$ cat src/rtl/result_scoreboard.sv
// In-order result scoreboard: buffers expected records from the reference model and
// checks each actual record from the core against the oldest one, reporting mismatches and timeouts.
module result_scoreboard #(
   parameter int FIELD_W = 32,
   parameter int NFIELDS = 3,
   parameter int DEPTH   = 8,
   parameter int TAG_W   = 7,
   parameter int TIMEOUT = 64,
   parameter int CNT_W   = 16
) (
   input  logic                       clk,
   input  logic                       rst,
   input  logic                       exp_valid,
   output logic                       exp_ready,
   input  logic [NFIELDS*FIELD_W-1:0] exp_data,
   input  logic [TAG_W-1:0]           exp_tag,
   input  logic                       act_valid,
   output logic                       act_ready,
   input  logic [NFIELDS*FIELD_W-1:0] act_data,
   input  logic [NFIELDS-1:0]         cfg_field_en,
   output logic                       err_valid,
   input  logic                       err_ready,
   output logic [1:0]                 err_kind,
   output logic [NFIELDS-1:0]         err_mask,
   output logic [TAG_W-1:0]           err_tag,
   output logic [NFIELDS*FIELD_W-1:0] err_exp,
   output logic [NFIELDS*FIELD_W-1:0] err_act,
   output logic [CNT_W-1:0]           match_cnt,
   output logic [CNT_W-1:0]           mismatch_cnt,
   output logic [$clog2(DEPTH):0]     occupancy
);

   localparam int DATA_W  = NFIELDS * FIELD_W;
   localparam int PTR_W   = $clog2(DEPTH);
   localparam int OCC_W   = PTR_W + 1;
   localparam int WAIT_W  = (TIMEOUT > 0) ? $clog2(TIMEOUT + 1) : 1;
   localparam int TO_LAST = (TIMEOUT > 0) ? TIMEOUT - 1 : 0;

   typedef enum logic {S_IDLE, S_REPORT} state_t;

   state_t              state_q, state_d;
   logic [DATA_W-1:0]   memData_q [DEPTH];
   logic [TAG_W-1:0]    memTag_q  [DEPTH];
   logic [PTR_W-1:0]    wrPtr_q, wrPtr_d, rdPtr_q, rdPtr_d;
   logic [OCC_W-1:0]    count_q, count_d;
   logic [WAIT_W-1:0]   waitCnt_q, waitCnt_d;
   logic [CNT_W-1:0]    matchCnt_q, matchCnt_d, mismatchCnt_q, mismatchCnt_d;
   logic [1:0]          errKind_q, errKind_d;
   logic [NFIELDS-1:0]  errMask_q, errMask_d;
   logic [TAG_W-1:0]    errTag_q, errTag_d;
   logic [DATA_W-1:0]   errExp_q, errExp_d, errAct_q, errAct_d;

   logic                push, pop, notEmpty, timeoutHit, actReady, matchInc, errInc;
   logic [DATA_W-1:0]   headData;
   logic [TAG_W-1:0]    headTag;
   logic [NFIELDS-1:0]  cmpMask;

   assign notEmpty  = (count_q != '0);
   assign exp_ready = (count_q != OCC_W'(DEPTH));
   assign push      = exp_valid && exp_ready;
   assign headData  = memData_q[rdPtr_q];
   assign headTag   = memTag_q[rdPtr_q];
   assign timeoutHit = (TIMEOUT != 0) && (state_q == S_IDLE) && act_valid && !notEmpty
                       && (waitCnt_q == WAIT_W'(TO_LAST));

   always_comb begin
      cmpMask = '0;
      for (int i = 0; i < NFIELDS; i++) begin
         cmpMask[i] = (headData[i*FIELD_W +: FIELD_W] != act_data[i*FIELD_W +: FIELD_W])
                      && cfg_field_en[i];
      end
   end

   // Storage is not reset; the pointers alone define which entries are live.
   always_ff @(posedge clk) begin
      if (push) begin
         memData_q[wrPtr_q] <= exp_data;
         memTag_q[wrPtr_q]  <= exp_tag;
      end
   end

   always_comb begin
      state_d   = state_q;
      actReady  = 1'b0;
      pop       = 1'b0;
      matchInc  = 1'b0;
      errInc    = 1'b0;
      errKind_d = errKind_q;
      errMask_d = errMask_q;
      errTag_d  = errTag_q;
      errExp_d  = errExp_q;
      errAct_d  = errAct_q;
      case (state_q)
         S_IDLE: begin
            if (act_valid && notEmpty) begin
               actReady = 1'b1;
               pop      = 1'b1;
               if (cmpMask == '0) begin
                  matchInc = 1'b1;
               end else begin
                  errInc    = 1'b1;
                  errKind_d = 2'd1;
                  errMask_d = cmpMask;
                  errTag_d  = headTag;
                  errExp_d  = headData;
                  errAct_d  = act_data;
                  state_d   = S_REPORT;
               end
            end else if (timeoutHit) begin
               actReady  = 1'b1;
               errInc    = 1'b1;
               errKind_d = 2'd2;
               errMask_d = '1;
               errTag_d  = '0;
               errExp_d  = '0;
               errAct_d  = act_data;
               state_d   = S_REPORT;
            end
         end
         S_REPORT: begin
            // Release cycle clears the report; the next compare waits for S_IDLE.
            if (err_ready) begin
               state_d   = S_IDLE;
               errKind_d = '0;
               errMask_d = '0;
               errTag_d  = '0;
               errExp_d  = '0;
               errAct_d  = '0;
            end
         end
         default: state_d = S_IDLE;
      endcase
   end

   always_comb begin
      wrPtr_d = wrPtr_q + PTR_W'(push);
      rdPtr_d = rdPtr_q + PTR_W'(pop);
      count_d = count_q;
      if (push && !pop) begin
         count_d = count_q + OCC_W'(1);
      end else if (pop && !push) begin
         count_d = count_q - OCC_W'(1);
      end
      waitCnt_d = waitCnt_q;
      if (actReady || !act_valid) begin
         waitCnt_d = '0;
      end else if ((TIMEOUT != 0) && (state_q == S_IDLE) && !notEmpty) begin
         waitCnt_d = waitCnt_q + WAIT_W'(1);
      end
      matchCnt_d = matchCnt_q;
      if (matchInc && (matchCnt_q != {CNT_W{1'b1}})) begin
         matchCnt_d = matchCnt_q + CNT_W'(1);
      end
      mismatchCnt_d = mismatchCnt_q;
      if (errInc && (mismatchCnt_q != {CNT_W{1'b1}})) begin
         mismatchCnt_d = mismatchCnt_q + CNT_W'(1);
      end
   end

   always_ff @(posedge clk) begin
      if (rst) begin
         state_q       <= S_IDLE;
         wrPtr_q       <= '0;
         rdPtr_q       <= '0;
         count_q       <= '0;
         waitCnt_q     <= '0;
         matchCnt_q    <= '0;
         mismatchCnt_q <= '0;
         errKind_q     <= '0;
         errMask_q     <= '0;
         errTag_q      <= '0;
         errExp_q      <= '0;
         errAct_q      <= '0;
      end else begin
         state_q       <= state_d;
         wrPtr_q       <= wrPtr_d;
         rdPtr_q       <= rdPtr_d;
         count_q       <= count_d;
         waitCnt_q     <= waitCnt_d;
         matchCnt_q    <= matchCnt_d;
         mismatchCnt_q <= mismatchCnt_d;
         errKind_q     <= errKind_d;
         errMask_q     <= errMask_d;
         errTag_q      <= errTag_d;
         errExp_q      <= errExp_d;
         errAct_q      <= errAct_d;
      end
   end

   assign act_ready    = actReady;
   assign err_valid    = (state_q == S_REPORT);
   assign err_kind     = errKind_q;
   assign err_mask     = errMask_q;
   assign err_tag      = errTag_q;
   assign err_exp      = errExp_q;
   assign err_act      = errAct_q;
   assign match_cnt    = matchCnt_q;
   assign mismatch_cnt = mismatchCnt_q;
   assign occupancy    = count_q;

endmodule

$ cat config.mk
export PLATFORM = sky130hd
export DESIGN_NAME = result_scoreboard
export DESIGN_NICKNAME = d
export VERILOG_FILES = /design/src/rtl/result_scoreboard.sv
export SDC_FILE = /design/constraint.sdc
export NUM_CORES = 1
export LEC_CHECK = 0
export CORE_AREA = 4 4 289 348
export DETAILED_ROUTE_END_ITERATION = 6
export DIE_AREA = 0 0 293 352
export PLACE_DENSITY_LB_ADDON = 0.15
export SLEW_MARGIN = 20
export SYNTH_ARGS = -nofsm -noshare
export SYNTH_HDL_FRONTEND = slang
export SYNTH_SLANG_ARGS = --single-unit
$ cat constraint.sdc
create_clock -name clk -period 9.6 [get_ports clk]
set_input_delay 1.92 -clock clk [delete_from_list [all_inputs] [get_ports clk]]
set_output_delay 1.92 -clock clk [all_outputs]
set_load 0.01 [all_outputs]
==> flow_metrics.tcl <==
set metrics [dict create \
    status "complete, no violations" \
    powerDensity_nw_per_um2 249 \
    finalCoreUtilization 0.545 \
    rr_endpoint "mismatch_cnt[5]" \
    ys.flop_type "edfxtp_1" \
    fin_nets 3421 \
    vias_per_cell 5.97 \
    antenna_found_initial 22 \
    tightest_slew_ns 1.09 \
    setup.worst_path.start_class "flop" \
    max_cap_viol_count 0 \
    setup_viol 0 \
    dr.pass1.iters 6 \
    arrival_ns 7.25 \
    rsz0062_at_grt "false" \
    syn_nets 3028 \
    vias 27300 \
    overflow 0 \
    crit_type "flop to flop" \
    synth.cell_area_um2 43400 \
    clock_path_buffers 3 \
    grt_pass1_wl_um 191000 \
    cts_sinks 1078 \
    place_area_um2 49100 \
    crit_required_ns 10.16 \
    pre_cts_slack_ns 2.78 \
    clk_pin_slew_ns 0.06 \
    layout-drive-gt1-share 0.148 \
    port_buffers 449 \
    avgSynthCellArea_um2 15.4 \
    grt_max_degree 179 \
    yosys_warnings 0 \
    post-dp-hpwl_um 84200 \
    gp_congestion 0.845 \
    first_global_vias 27200 \
    synth_seq_area_share 0.688 \
    postRouteAntennaNets 0 \
    leakagePower_uw 0.0166 \
    wl_per_cell_um 28.9 \
    r2r_cells 12 \
    worst_slack_ns 2.91 \
    post_cts_resized 0 \
    die_x_um 293 \
    start_util 0.448 \
    finClkSkew_ns 0.0397 \
    cts_setup_buffers 0 \
    reg2reg_slack_ns 2.91 \
    final_area_um2 52700 \
    crit_path_end "mismatch_cnt[5]" \
    crit_fanout 64 \
    final_max_slew_viol_count 0 \
    syn_inst 2810 \
    synth-edff-count 824 \
    h-tree-depth 3 \
    crit_start "rdPtr_q[1]" \
    final_cell_mix "824 x edfxtp_1, 448 x clkdlybuf4s50_1, 251 x dfxtp_1" \
    numCtsBuffers 108 \
    finalWirelength_um 132000 \
    vdd_drop_max_mv 0.223 \
    hold_buffers 0 \
    tns_ns 0 \
    rows 125 \
    finalCritPeriodShare 0.697 \
    mostFrequentLayoutCell "edfxtp_1" \
    core_area_um2 96800 \
    fmax_mhz 150 \
    ys_ff_latch 1078 \
    final_hold_viol_count 0 \
    areaGrowthSynthToFinish_pct 21.7 \
    synthDistinctLibCells 57 \
    die_h_um 352 \
    pin_count 450 \
    period_needed_ns 6.69 \
    grt_usage 0.249 \
    insertion_delay_ns 0.70 \
    hp-class "flop to flop" \
    rr_startpoint "rdPtr_q[1]" \
    async_reset_ff_frac 0 \
    cts_tree "yes" \
    drcViolationCount 0 \
    nFillCells 7723 \
    clockRootBuffer "clkbuf_16" \
    critPathCaptureType "flop" \
    relSlewSlack 0.275 \
    die_area_um2 103000 \
    drt_iter0_drc 2372 \
]
-- flip-flops by register name (all words and copies together), names as in the netlist --
signal	flops
rdPtr_q	3
memTag_q	56
err_valid	1
match_cnt	16
wrPtr_q	3
err_tag	7
memData_q	768
occupancy	4
err_exp	96
err_kind	2
err_act	96
waitCnt_q	7
err_mask	3
mismatch_cnt	16
-- worst max-delay path: stages, from the launching register on --
cell	delay (ns)
dfxtp_4	0.97
buf_4	0.67
buf_4	0.42
mux4_2	0.35
mux2i_1	0.30
xnor2_1	0.21
nor4_1	0.54
nand4_1	0.27
o41ai_1	0.90
a31oi_4	0.63
buf_4	0.56
o21ai_0	0.29
mux2_2	0.36
-- power by group --
group          switching (uW)  internal, uW  total [uW]
Sequential                196          5400        5600
Combinational            1960          1330        3300
Clock                    1810          2450        4260
-- layout make-up --
cell class | instances | area [um2] | area share
Timing Repair Buffer | 491 | 4890 | 0.0928
Clock buffer | 140 | 2940 | 0.0558
Tap cell | 1270 | 1590 | 0.0301
Multi-Input combinational cell | 1516 | 12800 | 0.242
Clock inverter | 64 | 681 | 0.0129
Antenna cell | 5 | 12.5 | 0.000237
Sequential cell | 1078 | 29800 | 0.566
Inverter | 8 | 30.0 | 0.000569
-- synthesized netlist by cell type (18+ instances only) --
cell | number | area [um2]
nor2b_1 | 69 | 432
clkbuf_1 | 125 | 469
nor3_1 | 41 | 205
nor4_1 | 18 | 113
nand2_1 | 62 | 233
nand4_1 | 159 | 995
dfxtp_1 | 254 | 5080
a21oi_1 | 156 | 781
a22oi_1 | 20 | 150
o21ai_0 | 122 | 611
mux4_2 | 118 | 2660
or4_1 | 27 | 203
xnor2_1 | 60 | 526
edfxtp_1 | 824 | 24700
nor2_1 | 93 | 349
o22ai_1 | 63 | 394
mux2i_1 | 147 | 1470
mux2_2 | 137 | 1540
mux2_1 | 39 | 439
nand3_1 | 18 | 90.1
a311o_1 | 31 | 310
buf_2 | 63 | 315
-- kinds of logic after synthesis --
logic type / count (synthesis) / share of synthesized area
flops: 1078 / 0.688
simple gates: 547 / 0.0703
compound gates: 448 / 0.0626
mux: 441 / 0.141
buf+inv: 216 / 0.0209
xor+xnor: 69 / 0.0139
fa+ha+maj: 11 / 0.00335
-- worst min-delay path by stage --
stage | from | to | slack, ns | cells past startpoint
floorplan | waitCnt_q[3] | waitCnt_q[3] | 0.47 | 2
global placement | err_exp[86] | err_exp[86] | 0.45 | 2
detailed placement | err_exp[64] | err_exp[64] | 0.45 | 2
CTS | err_exp[64] | err_exp[64] | 0.46 | 2
global route | err_exp[66] | err_exp[66] | 0.48 | 2
finish | err_exp[68] | err_exp[68] | 0.46 | 2
-- stage by stage --
| stage | power, uW | hold slack [ns] | instances |
|---|---|---|---|
| 2_1_floorplan | 7660 | 0.472 | 2810 |
| 3_3_place_gp | 8950 | 0.446 | 4362 |
| 5_1_grt | 13700 | 0.482 | 4567 |
| 3_5_place_dp | 9010 | 0.448 | 4362 |
| 6_report | 13200 | 0.459 | 4572 |
| 4_1_cts | 13300 | 0.459 | 4566 |
-- layer usage --
| metal | GRT usage | vias to the layer above | part of all wire |
|---|---|---|---|
| met5 | 0 | - | 0.00042 |
| met2 | 0.407 | 1129 | 0.48 |
| met3 | 0.0572 | 196 | 0.082 |
| met4 | 0.0737 | 10 | 0.029 |
| met1 | 0.335 | 14000 | 0.41 |
| li1 | - | 11900 | - |
Power figures use the tool's default switching activity.
